## config.mk

```make
export PLATFORM = sky130hd
export DESIGN_NAME = vram_arbiter
export DESIGN_NICKNAME = d
export VERILOG_FILES = /design/src/rtl/vram_arbiter.sv
export SDC_FILE = /design/constraint.sdc
export NUM_CORES = 1
export LEC_CHECK = 0
export ABC_AREA = 1
export BUFFER_PORTS_ARGS = -buffer_cell sky130_fd_sc_hd__buf_2
export CELL_PAD_IN_SITES_DETAIL_PLACEMENT = 1
export CELL_PAD_IN_SITES_GLOBAL_PLACEMENT = 2
export CORE_ASPECT_RATIO = 1.2
export CORE_UTILIZATION = 26
export CTS_BUF_LIST = sky130_fd_sc_hd__clkbuf_4 sky130_fd_sc_hd__clkbuf_8 sky130_fd_sc_hd__clkbuf_16
export CTS_CLUSTER_SIZE = 40
export DETAILED_ROUTE_END_ITERATION = 16
export PLACE_DENSITY = 0.94
export SYNTH_ARGS = -nofsm -noshare
export SYNTH_HDL_FRONTEND = slang
export SYNTH_SLANG_ARGS = --single-unit
```

## constraint.sdc

```tcl
create_clock -name clk -period 2.5 [get_ports clk]
set_input_delay 0.5 -clock clk [delete_from_list [all_inputs] [get_ports clk]]
set_output_delay 0.5 -clock clk [all_outputs]
set_load 0.01 [all_outputs]
```

## src/rtl/vram_arbiter.sv

```systemverilog
// VRAM bus arbiter/sequencer: fixed-priority grant (PPU > DMA > CPU) followed by a
// setup/strobe/finish access cycle, with CPU lockout while the PPU is rendering.
module vram_arbiter #(
    parameter int ACC_CYCLES = 2
) (
    input  logic        clk,
    input  logic        reset,
    input  logic        ppu_req,
    input  logic [12:0] ppu_addr,
    output logic        ppu_ack,
    output logic [7:0]  ppu_rdata,
    input  logic        dma_req,
    input  logic [12:0] dma_addr,
    output logic        dma_ack,
    output logic [7:0]  dma_rdata,
    input  logic        cpu_req,
    input  logic        cpu_we,
    input  logic [12:0] cpu_addr,
    input  logic [7:0]  cpu_wdata,
    output logic        cpu_ack,
    output logic [7:0]  cpu_rdata,
    input  logic        ppu_lock,
    output logic [12:0] vram_a,
    output logic [7:0]  vram_d_out,
    input  logic [7:0]  vram_d_in,
    output logic        vram_d_oe,
    output logic        vram_cs,
    output logic        vram_oe,
    output logic        vram_we,
    output logic [2:0]  grant,
    output logic        busy
);

    typedef enum logic [2:0] {S_IDLE, S_SETUP, S_STROBE, S_FINISH, S_LOCKACK} state_t;

    localparam logic [1:0] CNT_LAST = 2'(ACC_CYCLES - 1);

    state_t      r_state;
    state_t      w_state_nxt;
    logic [2:0]  r_grant;
    logic [1:0]  r_cnt;
    logic [12:0] r_addr;
    logic        r_we;
    logic [7:0]  r_wdata;
    logic [7:0]  r_ppu_rdata;
    logic [7:0]  r_dma_rdata;
    logic [7:0]  r_cpu_rdata;

    logic [2:0]  w_req;
    logic [2:0]  w_win;
    logic        w_arb;
    logic        w_last;
    logic [12:0] w_sel_addr;
    logic        w_sel_we;
    logic [7:0]  w_sel_wdata;

    always_comb begin
        w_state_nxt = r_state;
        w_req       = {ppu_req, dma_req, cpu_req};
        w_win       = 3'b000;
        w_arb       = 1'b0;
        w_last      = 1'b0;
        case (r_state)
            S_IDLE, S_FINISH, S_LOCKACK: begin
                w_arb = 1'b1;
                // The requester being acked this cycle may not win again immediately.
                if (r_state != S_IDLE) w_req = w_req & ~r_grant;
                if (w_req[2])      w_win = 3'b100;
                else if (w_req[1]) w_win = 3'b010;
                else if (w_req[0]) w_win = 3'b001;
                if (w_win == 3'b000)           w_state_nxt = S_IDLE;
                else if (w_win[0] && ppu_lock) w_state_nxt = S_LOCKACK;
                else                           w_state_nxt = S_SETUP;
            end
            S_SETUP:  w_state_nxt = S_STROBE;
            S_STROBE: begin
                if (r_cnt == CNT_LAST) begin
                    w_last      = 1'b1;
                    w_state_nxt = S_FINISH;
                end
            end
            default:  w_state_nxt = S_IDLE;
        endcase
    end

    always_comb begin
        w_sel_addr  = cpu_addr;
        w_sel_we    = cpu_we;
        w_sel_wdata = cpu_wdata;
        if (w_win[2]) begin
            w_sel_addr  = ppu_addr;
            w_sel_we    = 1'b0;
            w_sel_wdata = r_wdata;
        end else if (w_win[1]) begin
            w_sel_addr  = dma_addr;
            w_sel_we    = 1'b0;
            w_sel_wdata = r_wdata;
        end
    end

    always_ff @(posedge clk) begin
        if (reset) begin
            r_state     <= S_IDLE;
            r_grant     <= 3'b000;
            r_cnt       <= 2'd0;
            r_addr      <= 13'd0;
            r_we        <= 1'b0;
            r_wdata     <= 8'd0;
            r_ppu_rdata <= 8'hFF;
            r_dma_rdata <= 8'hFF;
            r_cpu_rdata <= 8'hFF;
        end else begin
            r_state <= w_state_nxt;
            if (w_arb) begin
                r_grant <= w_win;
                // Locked CPU accesses never reach the bus, so nothing is latched for them.
                if (w_state_nxt == S_SETUP) begin
                    r_addr  <= w_sel_addr;
                    r_we    <= w_sel_we;
                    r_wdata <= w_sel_wdata;
                end
                if (w_state_nxt == S_LOCKACK) r_cpu_rdata <= 8'hFF;
            end
            if (r_state == S_SETUP)       r_cnt <= 2'd0;
            else if (r_state == S_STROBE) r_cnt <= r_cnt + 2'd1;
            if (w_last && !r_we) begin
                if (r_grant[2]) r_ppu_rdata <= vram_d_in;
                if (r_grant[1]) r_dma_rdata <= vram_d_in;
                if (r_grant[0]) r_cpu_rdata <= vram_d_in;
            end
        end
    end

    assign vram_a     = r_addr;
    assign vram_d_out = r_wdata;
    assign vram_cs    = (r_state == S_SETUP) || (r_state == S_STROBE);
    assign vram_oe    = (r_state == S_STROBE) && !r_we;
    assign vram_we    = (r_state == S_STROBE) && r_we;
    // Data stays driven through FINISH to give the RAM write hold time.
    assign vram_d_oe  = r_we && ((r_state == S_SETUP) || (r_state == S_STROBE) ||
                                 (r_state == S_FINISH));
    assign ppu_ack    = (r_state == S_FINISH) && r_grant[2];
    assign dma_ack    = (r_state == S_FINISH) && r_grant[1];
    assign cpu_ack    = ((r_state == S_FINISH) && r_grant[0]) || (r_state == S_LOCKACK);
    assign ppu_rdata  = r_ppu_rdata;
    assign dma_rdata  = r_dma_rdata;
    assign cpu_rdata  = r_cpu_rdata;
    assign grant      = r_grant;
    assign busy       = (r_state != S_IDLE);

endmodule

```

; ---- Word-level counts from Yosys, hierarchy flattened
; Cells that the tools add are included.
[word_totals]
register_bits = 54
out_inout_bits = 56
elab_cells = 64
[op_classes]
eq_ne = 7
mux = 22
bitwise_logic = 4
add_sub_neg = 1
n_reduce_logical = 21
[op_table]
columns = operator, count
row1 = 8-bit 2-to-1 mux, 4
row2 = 13-bit 2-to-1 mux, 2
row3 = 3-bit 2-to-1 mux, 8
row4 = 3-bit one-hot mux with 3 select lines, 1
row5 = 1-bit logical AND, 8
row6 = "3-bit by 1-bit == test with 1-bit output, second input constant", 2
row7 = "3-bit by 2-bit == test with 1-bit output, second input constant", 2
row8 = "3-bit == test, second input constant", 2
row9 = 3-bit logical NOT, 2
row10 = 1-bit 2-to-1 mux, 6
row11 = 2-bit AND reduction, 3
row12 = 4-bit AND reduction, 1
row13 = 3-bit AND, 1
row14 = 1-bit logical OR, 3
row15 = 3-bit NOT, 1
row16 = 3-bit nonzero test, 1
row17 = 3-bit OR reduction, 1
row18 = "2-bit by 1-bit adder with 2-bit output, second input constant", 1
row19 = "2-bit by 1-bit == test with 1-bit output, second input constant", 1
row20 = 2-bit 2-to-1 mux, 1
row21 = 1-bit NOT, 2
row22 = 2-bit OR reduction, 1
row23 = 1-bit logical NOT, 1

; ---- Longest topological paths before layout
; Gate-level depths: netlist of run 1.
[logic_depth]
word_depth = 17
depth_mapped = 11
depth_no_buf = 10

; ---- Worst setup path after synthesis of run 1
; No wires, ideal clock.
[synth_timing]
kind = register to register
from = register r_state[0]
to = register r_addr[0], in the netlist vram_a[0]
required_time_ns = 2.391
stages_incl_launch_ff = 12
arrival_time_ns = 1.371
n_path_buf = 1
setup_ns = 0.109
period_less_slack_ns = 1.480
path_slack_ns = 1.020
cell_sequence = dfxtp_1 -> nor2_4 -> nand2_4 -> nand2_1 -> nand2_1 -> inv_2 -> a21oi_2 -> nor2_2 -> buf_4 -> nand3_1 -> nand2_1 -> inv_1
[synth_via]
elab_chain_len = 13
elab_cells_between_ends = 25
[synth_lines]
columns = element, line
row1 = start: declaration, 38  ; state_t r_state;
row2 = start signal: assignment, 113  ; r_state <= w_state_nxt;
row3 = 3-bit nonzero test *, --
row4 = named net busy, 31  ; output logic busy
row5 = 3-bit 2-to-1 mux *, 67  ; if (r_state != S_IDLE) w_req = w_req & ~r_grant;
row6 = 3-bit 2-to-1 mux *, 63  ; case (r_state)
row7 = 1-bit 2-to-1 mux, 70  ; else if (w_req[0]) w_win = 3'b001;
row8 = 2-bit 2-to-1 mux, 69  ; else if (w_req[1]) w_win = 3'b010;
row9 = 3-bit 2-to-1 mux *, 68  ; if (w_req[2]) w_win = 3'b100;
row10 = 3-bit 2-to-1 mux *, 63
row11 = 1-bit logical AND, 72  ; else if (w_win[0] && ppu_lock) w_state_nxt = S_LOCKACK;
row12 = 3-bit 2-to-1 mux, 72
row13 = 3-bit 2-to-1 mux, 71  ; if (w_win == 3'b000) w_state_nxt = S_IDLE;
row14 = 3-bit one-hot mux with 3 select lines, 63
row15 = 3-bit by 1-bit == test with 1-bit output, 117  ; if (w_state_nxt == S_SETUP) begin
row16 = 2-bit AND reduction (no source line), --
row17 = end signal: assignment, 118  ; r_addr <= w_sel_addr;
row18 = end: declaration, 42  ; logic [12:0] r_addr;
; Mark *: on every way through the listed nets, which the timed path passes. The rest lies on a longest branch. The select of a mux whose other input is x is not followed.
; A chain may end at the register's enable or synchronous reset.

; ---- Worst setup path in the final report of run 1
[layout_timing]
from = register r_state[1]
to = output vram_we
[layout_via]
elab_chain_len = 2
[layout_lines]
columns = element, line
row1 = 3-bit by 2-bit == test with 1-bit output, 138  ; assign vram_we = (r_state == S_STROBE) && r_we;
row2 = 1-bit logical AND, 138
row3 = end: declaration, 29  ; output logic vram_we,
; Every way passes these cells.

==> results of run 1 <==
## cell families (layout without fill, tap and decap cells)
family	after synthesis	after routing	synth area share
compound gates	44	44	0.0858
fa+ha+maj	1	1	0.00459
buf+inv	91	204	0.134
flops	54	54	0.397
simple gates	205	205	0.380
## registers in the layout (all words and copies together), names as in the netlist
| register | cells |
|---|---|
| vram_a | 13 |
| cpu_rdata | 8 |
| dma_rdata | 8 |
| ppu_rdata | 8 |
| vram_d_out | 8 |
| grant | 3 |
| r_state | 3 |
| r_cnt | 2 |
| r_we | 1 |
## final timing paths
kind         slack (ns)             to    startpoint  depth (start not counted)
max                0.51        vram_we    r_state[1]                          5
min                0.45  vram_d_out[2]  cpu_wdata[2]                          3
max reg2reg        0.60     vram_a[11]    r_state[0]                         10
min reg2reg        0.46   dma_rdata[6]  dma_rdata[6]                          2
## metrics by stage
stage,hold WS (ns),power (uW)
global route,0.452,2790
global placement,0.436,1810
detailed placement,0.439,1840
CTS,0.444,2660
finish,0.450,2620
floorplan,0.441,1590
## where the power goes
part           total (uW)  internal, uW  switching [uW]  leakage [uW]
combinational         792           272             520       0.00141
clock                 810           485             325     0.0000805
sequential           1010           948            67.0      0.000441
## routing by layer
metal	vias to the layer above	global-route usage	wire length, um
met5	-	0	0
met4	0	0.0388	91
met3	8	0.0305	417
met2	93	0.294	4300
met1	1312	0.189	3690
li1	1455	-	-
## worst max-delay path: cells and delay by family (launching register included)
kind,cells,cell delay [ns]
simple gates,2,0.35
buf+inv,3,0.38
flops,1,0.46
## synthesized netlist by cell type, types with 2 or more instances
master,number
sky130_fd_sc_hd__nand2_1,111
sky130_fd_sc_hd__inv_1,66
sky130_fd_sc_hd__dfxtp_1,54
sky130_fd_sc_hd__nand3_1,50
sky130_fd_sc_hd__a21oi_1,31
sky130_fd_sc_hd__nand4_1,14
sky130_fd_sc_hd__inv_2,9
sky130_fd_sc_hd__o21ai_1,8
sky130_fd_sc_hd__buf_2,7
sky130_fd_sc_hd__nor2_1,7
sky130_fd_sc_hd__nand2_4,5
sky130_fd_sc_hd__clkbuf_1,4
sky130_fd_sc_hd__nand2_2,4
sky130_fd_sc_hd__nand3_2,3
sky130_fd_sc_hd__nor2_4,3
sky130_fd_sc_hd__nor2_8,3
sky130_fd_sc_hd__a21oi_2,2
## area by class of cell
cell class | count | area (um2) | share of cell area
Timing Repair Buffer | 119 | 601 | 0.168
Tap cell | 126 | 158 | 0.0440
Sequential cell | 54 | 1080 | 0.302
Multi-Input combinational cell | 250 | 1280 | 0.358
Clock inverter | 2 | 37.5 | 0.0105
Clock buffer | 6 | 133 | 0.0370
Inverter | 77 | 292 | 0.0814
==> results.md, run 1 <==
* Detailed-route wire length per cell at 13.4 um
* Fillers at about 1,300
* Most common cell after layout, fill and taps aside: sky130_fd_sc_hd__buf_2
* Required time of the critical path at ~2.0 ns
* TritonCTS clock tree: yes
* Layout cells sized above 1 at 0.319
* Cell count after placement at ~630
* Cts-stage hold buffer count at 0
* Total placed instance area at 0.00341 mm2
* Clock transition time at the flip-flop clock pins of the worst setup and hold paths at roughly 0.070 ns
* Crit path arrival time at 1.49 ns
* Number of nets in the layout at 570
* Count of unresolved DRC violations after routing at 0
* Leading post-synthesis cells by cell area: sky130_fd_sc_hd__dfxtp_1 (40%), sky130_fd_sc_hd__nand2_1 (15%), sky130_fd_sc_hd__nand3_1 (9.2%), sky130_fd_sc_hd__inv_1 (9.1%), sky130_fd_sc_hd__a21oi_1 (5.7%)
* Area share of the leading cell type in the synthesized netlist at 0.397
* Weighted congestion at the end of routability-driven global placement at 0.875
* Series of cell instances along the critical path: inv_2 -> nor3_2 -> inv_1 -> nor2_1 -> buf_2
* Class of the tightest hold or removal check: in -> reg
* Number of hold-slack violations in the final timing report at 0
* Number of standard-cell rows in the floorplan at 40
* Wire length of the first global-routing pass at roughly 14,000 um
* Post-route fraction of the period consumed by the critical path at 0.796
* Number of H-tree levels at 2
* IO Port Bufs at ~120
* Initial drt markers at 75
* Critical path class: reg -> out
* HPWL Detailed at between 6000 and 7000 um
* Root buf cell: sky130_fd_sc_hd__clkbuf_16
* Clock Tree Buf Depth at 2
* Via total after detailed routing at about 2,900
* Areal power density over the cells at approximately 730 mW/mm2
* Number of buffers added for setup after CTS at 0
* Number of enable flip-flop cells after synthesis at 0
* Time the worst path needs with I/O delays and setup at 1.99 ns
* Drt pass-1 iters at 4
* Dominant register cell in the synthesized netlist: sky130_fd_sc_hd__dfxtp_1
* N_diodes at 0
* Top fanout value on the critical path at 6
* Final std cells w/o fill at roughly 630
* CP peak stage delay at approximately 0.46 ns
* Unique masters post-synth at 31
* Number of nets with antenna violations after detailed routing at 0
* Status: completed
* Height of the chip at between 100 and 150 um
* Count of cells resized by post-cts repair at 0
* Fmax at ~500 MHz
* Core occupancy in the finished layout at 0.354
* CTS buffer count at 5
* Final setup violation count at 0
* Area grow syn2layout at 31.4%
* Net Count, Synth at approximately 460
* Number of sinks on the clock net at 54
* Unrepaired setup endpoints after global routing: false
* Final Slew Violations at 0
* Final total negative setup slack at 0 ns
* Die ar. at approximately 0.011 mm2
* DP Worst Slack at ~0.60 ns
* Initial Utilization at 0.270
* Largest net degree at the start of global routing at 29
* Antenna violations before repair at 0
* GR Overflow Total at 0
* I/O pin count at approximately 120
* Max transition margin at 0.642
* Post-synthesis sequential area ratio at 0.397
* Average cell area after synthesis at 6.90 um2
* Vias in the first global route at around 2,900
* Tightest Pin Transition at approximately 0.54 ns
* Setup clock skew after layout at 0.00691 ns
* Detailed Route WL at 8500 um
* Routed via count divided by cell count at around 4.5
* Final Cell Area at between 0.003 and 0.004 mm2
* Final setup margin at roughly 0.5 ns
* Global-route usage over all layers at 0.160
* Cell type with the highest aggregate area in the netlist: sky130_fd_sc_hd__dfxtp_1
* CP startpoint kind: register
* Max-cap violations at 0
* Latest clock arrival within the worst-skew pair at ~0.3 ns
* Post-Syn Area at about 0.0027 mm2
* Worst Setup End Kind: output port
* Leakage Power at just under 0.002 uW
* Post-Syn Instances at between 300 and 400
* Critical-path cell with the highest stage delay: sky130_fd_sc_hd__dfxtp_1
* Number of warning messages in the yosys log at 0
* X dimension of the die at about 95 um
* Share of synthesized flip-flops with an asynchronous set or reset at 0
* Peak supply drop at 0.000272 V
* Area inside the core boundary at 0.0101 mm2
* Commonest non-fill, non-tap cells in the layout: sky130_fd_sc_hd__buf_2 (117), sky130_fd_sc_hd__nand2_1 (111), sky130_fd_sc_hd__inv_1 (66), sky130_fd_sc_hd__dfxtp_1 (54), sky130_fd_sc_hd__nand3_1 (50)
* Seq cells post-synth at 54
No activity file was read; power rests on OpenSTA's default activity.
==> run 2: changes to the inputs <==
- CORE_UTILIZATION: 26 -> 24
- PLACE_DENSITY: 0.94 -> 0.89
- clock period: 2.5 -> 1.96 ns (I/O delays scaled with it)
==> results.md, run 2 (synthesized netlist as in run 1, its figures left out) <==
* Status: completed
* Number of buffers and inverters on the critical path at 3 (unchanged)
* Setup clock skew after layout at 0.00613 ns (-0.000779 ns)
* Largest net degree at the start of global routing at 29 (unchanged)
* Areal power density over the cells at 937 mW/mm2 (+28%)
* Via total after detailed routing at 2,878 (+0.35%)
* X dimension of the die at 99.3 um (+4.0%)
* Max FFs per register at 13 (unchanged)
* Max-cap violations at 0 (unchanged)
* IO Port Bufs at 117 (unchanged)
* CP peak stage delay at 0.39 ns (-0.07 ns)
* Layout cells sized above 1 at 0.325 (+0.00659)
* Number of hold-slack violations in the final timing report at 0 (unchanged)
* Wire length of the first global-routing pass at 14,300 um (+4.9%)
* CP startpoint kind: register
* Clock transition time at the flip-flop clock pins of the worst setup and hold paths at 0.07 ns (about the same)
* Post-route fraction of the period consumed by the critical path at 0.892
* Detailed Route WL at 8630 um (+1.5%)
* Tightest Pin Transition at 0.338 ns (-0.199 ns)
* Number of sinks on the clock net at 54 (unchanged)
* Number of nets in the layout at 572 (+0.35%)
* Count of unresolved DRC violations after routing at 0 (unchanged)
* Critical-path cell with the highest stage delay: sky130_fd_sc_hd__dfxtp_2
* Peak supply drop at 0.000401 V (+48%)
* Kind of cell with the highest combined delay on the critical path: flip-flops
* Latest clock arrival within the worst-skew pair at 0.30 ns (about the same)
* Clock Tree Buf Depth at 2 (unchanged)
* Fillers at 1,477 (+9.6%)
* Launching point of the worst reg2reg path: r_state[2]
* TritonCTS clock tree: yes
* Worst Setup End Kind: output port
* Time the worst path needs with I/O delays and setup at 1.75 ns
* Class of the tightest hold or removal check: in -> reg
* Area inside the core boundary at 0.0110 mm2 (+9.2%)
* Worst Hold Depth at 3 (unchanged)
* N_diodes at 0 (unchanged)
* Total placed instance area at 0.00343 mm2 (+0.66%)
* Register-to-register path setup slack at 0.27 ns (-0.33 ns)
* Terminus of the critical flop-to-flop path: cpu_rdata[7]
* Top fanout value on the critical path at 6 (unchanged)
* Series of cell instances along the critical path: inv_2 -> nor3_2 -> inv_1 -> nor2_1 -> buf_2
* Area of the multi-input gates at 0.00129 mm2 (+0.59%)
* Max transition margin at 0.774 (+0.133)
* Worst min-delay path startpoint: cpu_wdata[7]
* Leakage Power at 0.00195 uW (+0.56%)
* Footprint of the flip-flops and latches at 0.00108 mm2 (+0.23%)
* Final setup violation count at 0 (unchanged)
* Initial Utilization at 0.247 (-0.0226)
* Drt pass-1 iters at 4 (unchanged)
* Unrepaired setup endpoints after global routing: false
* GR Overflow Total at 0 (unchanged)
* Required time of the critical path at 1.57 ns (-0.43 ns)
* Vias in the first global route at 2,906 (+1.8%)
* Area grow syn2layout at 32.6%
* Height of the chip at 119 um (+4.0%)
* Critical path class: reg -> out
* Critical Path Stages at 5 (unchanged)
* Reg2Reg Depth at 10 (unchanged)
* Cts-stage hold buffer count at 0 (unchanged)
* Final total negative setup slack at 0 ns (unchanged)
* Number of H-tree levels at 2 (unchanged)
* Global-route usage over all layers at 0.153 (-0.00757)
* Detailed-route wire length per cell at 13.4 um (+0.25%)
* Weighted congestion at the end of routability-driven global placement at 0.819 (-6.4%)
* Commonest non-fill, non-tap cells in the layout: sky130_fd_sc_hd__buf_2 (117), sky130_fd_sc_hd__nand2_1 (111), sky130_fd_sc_hd__inv_1 (66), sky130_fd_sc_hd__dfxtp_1 (52), sky130_fd_sc_hd__nand3_1 (50)
* Final Cell Area at 0.00361 mm2 (+0.91%)
* Initial drt markers at 77 (+2.7%)
* Routed via count divided by cell count at 4.48 (-0.90%)
* Antenna violations before repair at 0 (unchanged)
* Most common cell after layout, fill and taps aside: sky130_fd_sc_hd__buf_2
* Sum of internal, switching and leakage power at 3390 uW (+29%)
* Fmax at about 570 MHz
* Number of buffers added for setup after CTS at 0 (unchanged)
* Number of nets with antenna violations after detailed routing at 0 (unchanged)
* CTS buffer count at 5 (unchanged)
* Number of standard-cell rows in the floorplan at 42 (+5.0%)
* HPWL Detailed at 6760 um (-0.13%)
* Die ar. at 0.0118 mm2 (+8.2%)
* Final Slew Violations at 0 (unchanged)
* Hold Path End: vram_d_out[7]
* I/O pin count at 118 (unchanged)
* Crit path arrival time at 1.36 ns (-0.13 ns)
* Root buf cell: sky130_fd_sc_hd__clkbuf_16
run 2: final cells by class:
class,count,area share
clock buffers,6,0.0367
multi-input cells,250,0.357
inverters,77,0.0807
clock inverters,2,0.0104
well taps,132,0.0457
repair buffers,121,0.170
flip-flops and latches,54,0.300
run 2: worst register-to-register path: stages, from the launching register on:
cell and delay [ns]:
sky130_fd_sc_hd__dfxtp_1 0.40, sky130_fd_sc_hd__inv_2 0.10, sky130_fd_sc_hd__nand2_4 0.12, sky130_fd_sc_hd__nand2_2 0.07, sky130_fd_sc_hd__nand2_4 0.20, sky130_fd_sc_hd__nand2_2 0.10
sky130_fd_sc_hd__nor2_1 0.22, sky130_fd_sc_hd__nand3_4 0.19, sky130_fd_sc_hd__nand3_1 0.11, sky130_fd_sc_hd__o21ai_1 0.07, sky130_fd_sc_hd__nand2_1 0.06
run 2: worst max path at each step:
stage | startpoint | to | slack (ns)
3_5_place_dp | r_state[0] | cpu_rdata[7] | 0.17
5_1_grt | r_state[1] | vram_oe | 0.02
4_1_cts | r_state[1] | vram_oe | 0.11
6_report | r_state[1] | vram_oe | 0.21
2_1_floorplan | r_state[0] | vram_a[0] | 0.48
3_3_place_gp | r_state[0] | vram_a[3] | 0.27
run 2: layer usage:
layer,GRT usage,up-vias,share of wire
met5,0,-,0
met4,0.0386,0,0.011
met3,0.0308,6,0.059
met2,0.273,97,0.49
met1,0.185,1308,0.44
li1,-,1467,-
run 2: per-stage QoR:
stage               std cells  worst slack, ns  utilization  hold slack (ns)
detailed placement        634            0.166        0.311            0.439
floorplan                 395            0.480            -            0.441
finish                    642            0.212        0.328            0.343
global route              642           0.0217        0.328            0.347
global placement          634            0.270        0.311            0.436
CTS                       642            0.113        0.327            0.340
run 2: what timing repair did:
action | 4_1_cts | 5_1_grt
endpoints found under the hold margin | 0 | 0
setup endpoints to repair | 0 | 10
gates resized for setup | 0 | 3
run 2: power breakdown:
group / leakage [uW] / internal, uW / switching [uW]
clock network: 0.0000805 / 619 / 428
logic: 0.00142 / 364 / 682
registers: 0.000441 / 1210 / 83.5
